<file path="src/rtl/pwm_multichannel.sv">
// N-channel PWM generator: button-driven shadow duties, edge/center counting,
// and shadow-to-active duty transfer at each period boundary.
`timescale 1ns/1ps
module pwm_multichannel #(
    parameter int CHANNELS        = 4,
    parameter int CH_BITS         = 2,
    parameter int RESOLUTION_BITS = 8,
    parameter int FRECUENCY_BITS  = 1,
    parameter int REPEAT_BITS     = 4
) (
    input  logic                       clk_top,
    input  logic                       rst_top,
    input  logic                       sum_top,
    input  logic                       rest_top,
    input  logic [CH_BITS-1:0]         sel_top,
    input  logic                       mode_top,
    output logic [CHANNELS-1:0]        pwm_top,
    output logic                       rdy_top,
    output logic [RESOLUTION_BITS-1:0] duty_top,
    output logic [RESOLUTION_BITS-1:0] cnt_top
);

    localparam logic [RESOLUTION_BITS-1:0] MAX = '1;

    logic [FRECUENCY_BITS-1:0]  presc;
    logic                       tick;
    logic [RESOLUTION_BITS-1:0] cnt;
    logic [RESOLUTION_BITS-1:0] cnt_next;
    logic                       dir;
    logic                       dir_next;
    logic                       mode_act;
    logic                       boundary;

    logic [RESOLUTION_BITS-1:0] shadow [CHANNELS];
    logic [RESOLUTION_BITS-1:0] active [CHANNELS];

    logic sum_s1, sum_s2, sum_prev;
    logic rest_s1, rest_s2, rest_prev;
    logic [REPEAT_BITS-1:0] hold;
    logic sum_only, rest_only, sum_only_prev, rest_only_prev;
    logic hold_run, repeat_hit, step_up, step_dn;

    assign tick = &presc;

    // dir is 0 when counting up; the boundary itself returns the counter to 0/up,
    // so the down phase never has to handle cnt==0.
    always_comb begin
        cnt_next = cnt + 1'b1;
        dir_next = 1'b0;
        if (mode_act && (dir || cnt == MAX)) begin
            cnt_next = cnt - 1'b1;
            dir_next = 1'b1;
        end
    end

    assign boundary = tick && (cnt_next == '0);

    always_ff @(posedge clk_top or negedge rst_top) begin
        if (!rst_top) begin
            presc    <= '0;
            cnt      <= '0;
            dir      <= 1'b0;
            mode_act <= 1'b0;
            rdy_top  <= 1'b0;
        end else begin
            presc   <= presc + 1'b1;
            rdy_top <= boundary;
            if (boundary) begin
                cnt      <= '0;
                dir      <= 1'b0;
                mode_act <= mode_top;
            end else if (tick) begin
                cnt <= cnt_next;
                dir <= dir_next;
            end
        end
    end

    always_ff @(posedge clk_top or negedge rst_top) begin
        if (!rst_top) begin
            pwm_top <= '0;
            for (int i = 0; i < CHANNELS; i++) active[i] <= '0;
        end else begin
            for (int i = 0; i < CHANNELS; i++) begin
                pwm_top[i] <= (cnt < active[i]);
                if (boundary) active[i] <= shadow[i];
            end
        end
    end

    // A held button repeats only while it is the sole button down in consecutive clocks.
    assign sum_only       = !sum_s2 && rest_s2;
    assign rest_only      = !rest_s2 && sum_s2;
    assign sum_only_prev  = !sum_prev && rest_prev;
    assign rest_only_prev = !rest_prev && sum_prev;
    assign hold_run       = (sum_only && sum_only_prev) || (rest_only && rest_only_prev);
    assign repeat_hit     = hold_run && (&hold);
    assign step_up        = sum_only && (sum_prev || repeat_hit);
    assign step_dn        = rest_only && (rest_prev || repeat_hit);

    always_ff @(posedge clk_top or negedge rst_top) begin
        if (!rst_top) begin
            sum_s1    <= 1'b1;
            sum_s2    <= 1'b1;
            sum_prev  <= 1'b1;
            rest_s1   <= 1'b1;
            rest_s2   <= 1'b1;
            rest_prev <= 1'b1;
            hold      <= '0;
        end else begin
            sum_s1    <= sum_top;
            sum_s2    <= sum_s1;
            sum_prev  <= sum_s2;
            rest_s1   <= rest_top;
            rest_s2   <= rest_s1;
            rest_prev <= rest_s2;
            hold      <= hold_run ? hold + 1'b1 : '0;
        end
    end

    always_ff @(posedge clk_top or negedge rst_top) begin
        if (!rst_top) begin
            for (int i = 0; i < CHANNELS; i++) shadow[i] <= '0;
        end else begin
            for (int i = 0; i < CHANNELS; i++) begin
                if (sel_top == CH_BITS'(i)) begin
                    if (step_up && shadow[i] != MAX)
                        shadow[i] <= shadow[i] + 1'b1;
                    else if (step_dn && shadow[i] != '0)
                        shadow[i] <= shadow[i] - 1'b1;
                end
            end
        end
    end

    always_comb begin
        duty_top = '0;
        for (int i = 0; i < CHANNELS; i++)
            if (sel_top == CH_BITS'(i)) duty_top = shadow[i];
    end

    assign cnt_top = cnt;

endmodule

</file>
<file path="config.mk">
export PLATFORM = sky130hd
export DESIGN_NAME = pwm_multichannel
export DESIGN_NICKNAME = d
export VERILOG_FILES = /design/src/rtl/pwm_multichannel.sv
export SDC_FILE = /design/constraint.sdc
export NUM_CORES = 1
export LEC_CHECK = 0
export ABC_AREA = 1
export BUFFER_PORTS_ARGS = -buffer_cell sky130_fd_sc_hd__buf_2
export CAP_MARGIN = 10
export CORE_MARGIN = 2
export CORE_UTILIZATION = 50
export CTS_BUF_LIST = sky130_fd_sc_hd__clkbuf_8
export CTS_CLUSTER_DIAMETER = 200
export DETAILED_ROUTE_END_ITERATION = 10
export GPL_ROUTABILITY_DRIVEN = 1
export GPL_TIMING_DRIVEN = 0
export PLACE_DENSITY_LB_ADDON = 0.15
export SLEW_MARGIN = 15
export SYNTH_ARGS = -nofsm -noshare
export SYNTH_HDL_FRONTEND = slang
export SYNTH_SLANG_ARGS = --single-unit
</file>
<file path="constraint.sdc">
create_clock -name clk_top -period 5.9 [get_ports clk_top]
set_input_delay 1.18 -clock clk_top [delete_from_list [all_inputs] [get_ports clk_top]]
set_output_delay 1.18 -clock clk_top [all_outputs]
set_load 0.02 [all_outputs]
</file>
==> results.json <==
{
  "worstPathArrival_ps": 2490,
  "postSynthCellCount": 770,
  "vias": 5090,
  "setup_violations": 0,
  "cts_htree_levels": 3,
  "synth_area_per_cell_sq_um": 8.00,
  "fmax_mhz": 272,
  "cts_resized": 0,
  "routed_wl_um": 14000,
  "synthArstFlopShare_pct": 100,
  "rsz0062_at_grt": "false",
  "place_area_sq_um": 6530,
  "ctsHoldBuffers": 0,
  "end_kind": "primary output",
  "layout_common_cells": "239 x nand2_1, 94 x inv_1, 84 x dfrtp_1",
  "grt_pass1_vias": 4862,
  "synthesis.area_sq_um": 6160,
  "path_clk_slew_ps": 80,
  "power_leakage_nw": 3.48,
  "yosys_warnings": 0,
  "overflow": 0,
  "avgRoutedWirePerCell_um": 14.5,
  "final_area_sq_um": 6740,
  "cp-start-kind": "input pin",
  "worst_pin_slew_ps": 522,
  "yosys-top-cells-area": "dfrtp_1 34%, nand2_1 15%, ha_1 12%, inv_1 5.5%, o21ai_0 3.3%",
  "antenna_found_initial": 0,
  "period_share_pct": 62.3,
  "syn2layout_area_growth_pct": 9.43,
  "grt_max_degree": 60,
  "utilization_pct": 56.1,
  "drtPass1Iterations": 4,
  "cts.sinks": 90,
  "grt_pass1_wl_um": 23900,
  "crit_required_ps": 4720,
  "ios": 28,
  "cts.path.max_buffers": 2,
  "cts_root_buf": "clkbuf_8",
  "port_buffers": 27,
  "antenna_cells": 0,
  "dp_hpwl_um": 10400,
  "gp_congestion": 0.892,
  "fill_cells": 1137,
  "cts_setup_buffers": 0,
  "tritoncts": "yes",
  "status": "complete, no violations",
  "final_common_cell": "nand2_1",
  "core_sq_um": 12000,
  "tns_ps": 0,
  "fin_crit_ps": 3670,
  "synth_top_area_share_pct": 34.1,
  "maxSlewHeadroom_pct": 65.0,
  "slew_viol_final": 0,
  "ys_seq_area_share_pct": 36.7,
  "hold_viol": 0,
  "vias_per_cell": 5.29,
  "die_x_um": 115,
  "initial_core_util_pct": 51.3,
  "fp.dieArea_sq_um": 13200,
  "track_usage_pct": 23.0,
  "synth_top_area_cell": "dfrtp_1",
  "num-nets-final": 882,
  "syn_nets": 842,
  "synth_cell_types": 39,
  "synth-main-ff-cell": "dfrtp_1",
  "cp_max_fo": 8,
  "synth_edf_count": 0,
  "ant_nets": 0,
  "die_h_um": 115,
  "drc": 0,
  "cts_buffers": 9,
  "worstSetupPathType": "in2out",
  "maxCapViolations": 0,
  "vdd.ir_drop.worst_mv": 0.321,
  "synth-seq-cells": 90,
  "hp-class": "reg2reg",
  "clk_latency_ps": 370,
  "drive_gt1_share_pct": 14.1,
  "rows": 40,
  "first_iter_violations": 250,
  "powerDensity_nw_per_um2": 370,
  "finClkSkew_ps": 9.98
}
[flip-flops by register name, indices dropped and copies added, names as in the netlist]
| name | flops |
|---|---|
| pwm_top | 4 |
| rest_s2 | 1 |
| mode_act | 1 |
| shadow | 32 |
| active | 32 |
| sum_prev | 1 |
| dir | 1 |
| cnt_top | 8 |
| hold | 4 |
| sum_s1 | 1 |
| rest_s1 | 1 |
| rdy_top | 1 |
| rest_prev | 1 |
| sum_s2 | 1 |
| presc | 1 |
[kinds of logic (layout without fill, tap and decap cells)]
group / count (synthesis) / in the layout / synth area share (%)
flops: 90 / 90 / 36.7
xor+xnor: 25 / 25 / 3.56
compound gates: 130 / 130 / 12.5
simple gates: 351 / 351 / 25.5
fa+ha+maj: 65 / 65 / 13.8
buf+inv: 108 / 153 / 7.76
mux: 1 / 1 / 0.183
[final cells by class]
| type | count | area, sq um | share of cell area, % |
|---|---|---|---|
| tap | 147 | 184 | 2.73 |
| timing repair buffer | 29 | 185 | 2.75 |
| sequential | 90 | 2260 | 33.5 |
| buffer | 16 | 133 | 1.97 |
| clock inverter | 7 | 87.6 | 1.30 |
| clock buffer | 9 | 124 | 1.84 |
| inverter | 92 | 345 | 5.13 |
| multi-input combinational | 572 | 3420 | 50.8 |
[power breakdown]
group,internal [mW],total [mW],switching [mW]
registers,0.726,0.984,0.258
clock network,0.235,0.462,0.227
logic,0.443,1.05,0.603
total,1.40,2.49,1.09
[per-stage QoR]
stage	setup WS (ps)	cells	hold slack, ps	power, mW
2_1_floorplan	2700	770	345	1.75
3_5_place_dp	2300	946	347	2.03
6_report	2230	962	358	2.49
3_3_place_gp	2310	944	347	1.98
4_1_cts	2290	962	359	2.50
5_1_grt	2110	962	362	2.71
[critical path: stages]
cell and delay, ps:
buf_2 120, nor2_1 420, inv_1 110, o22ai_1 220, a21oi_1 80, o21ai_0 130, buf_2 210
[per-layer routing]
metal	vias up	wire, um	global-route usage, %
met5	-	0	0
met4	0	231	7.47
met3	17	504	3.53
met2	86	6490	36.9
met1	2365	6740	32.1
li1	2622	-	-
[synth_stat cells, drive strengths merged, types with 6 or more instances]
| master | n |
|---|---|
| nor2 | 21 |
| nand3 | 31 |
| a31oi | 7 |
| xor2 | 11 |
| buf | 11 |
| ha | 60 |
| a21oi | 37 |
| o21ai | 69 |
| inv | 91 |
| xnor2 | 14 |
| nand4 | 26 |
| nor4 | 8 |
| dfrtp | 84 |
| dfstp | 6 |
| nand2 | 261 |
[final timing paths]
check / start / end / slack [ps] / cells past startpoint
max: sel_top[1] / duty_top[0] / 2230 / 7
min: rest_s1 / rest_s2 / 360 / 0
max reg2reg: cnt_top[1] / active[14] / 2830 / 15
min reg2reg: rest_s1 / rest_s2 / 360 / 0
max in group asynchronous: rst_top / active[13] / 4640 / 3
min in group asynchronous: rst_top / cnt_top[2] / 790 / 2
Note: power is estimated with default switching activity, not from simulation.
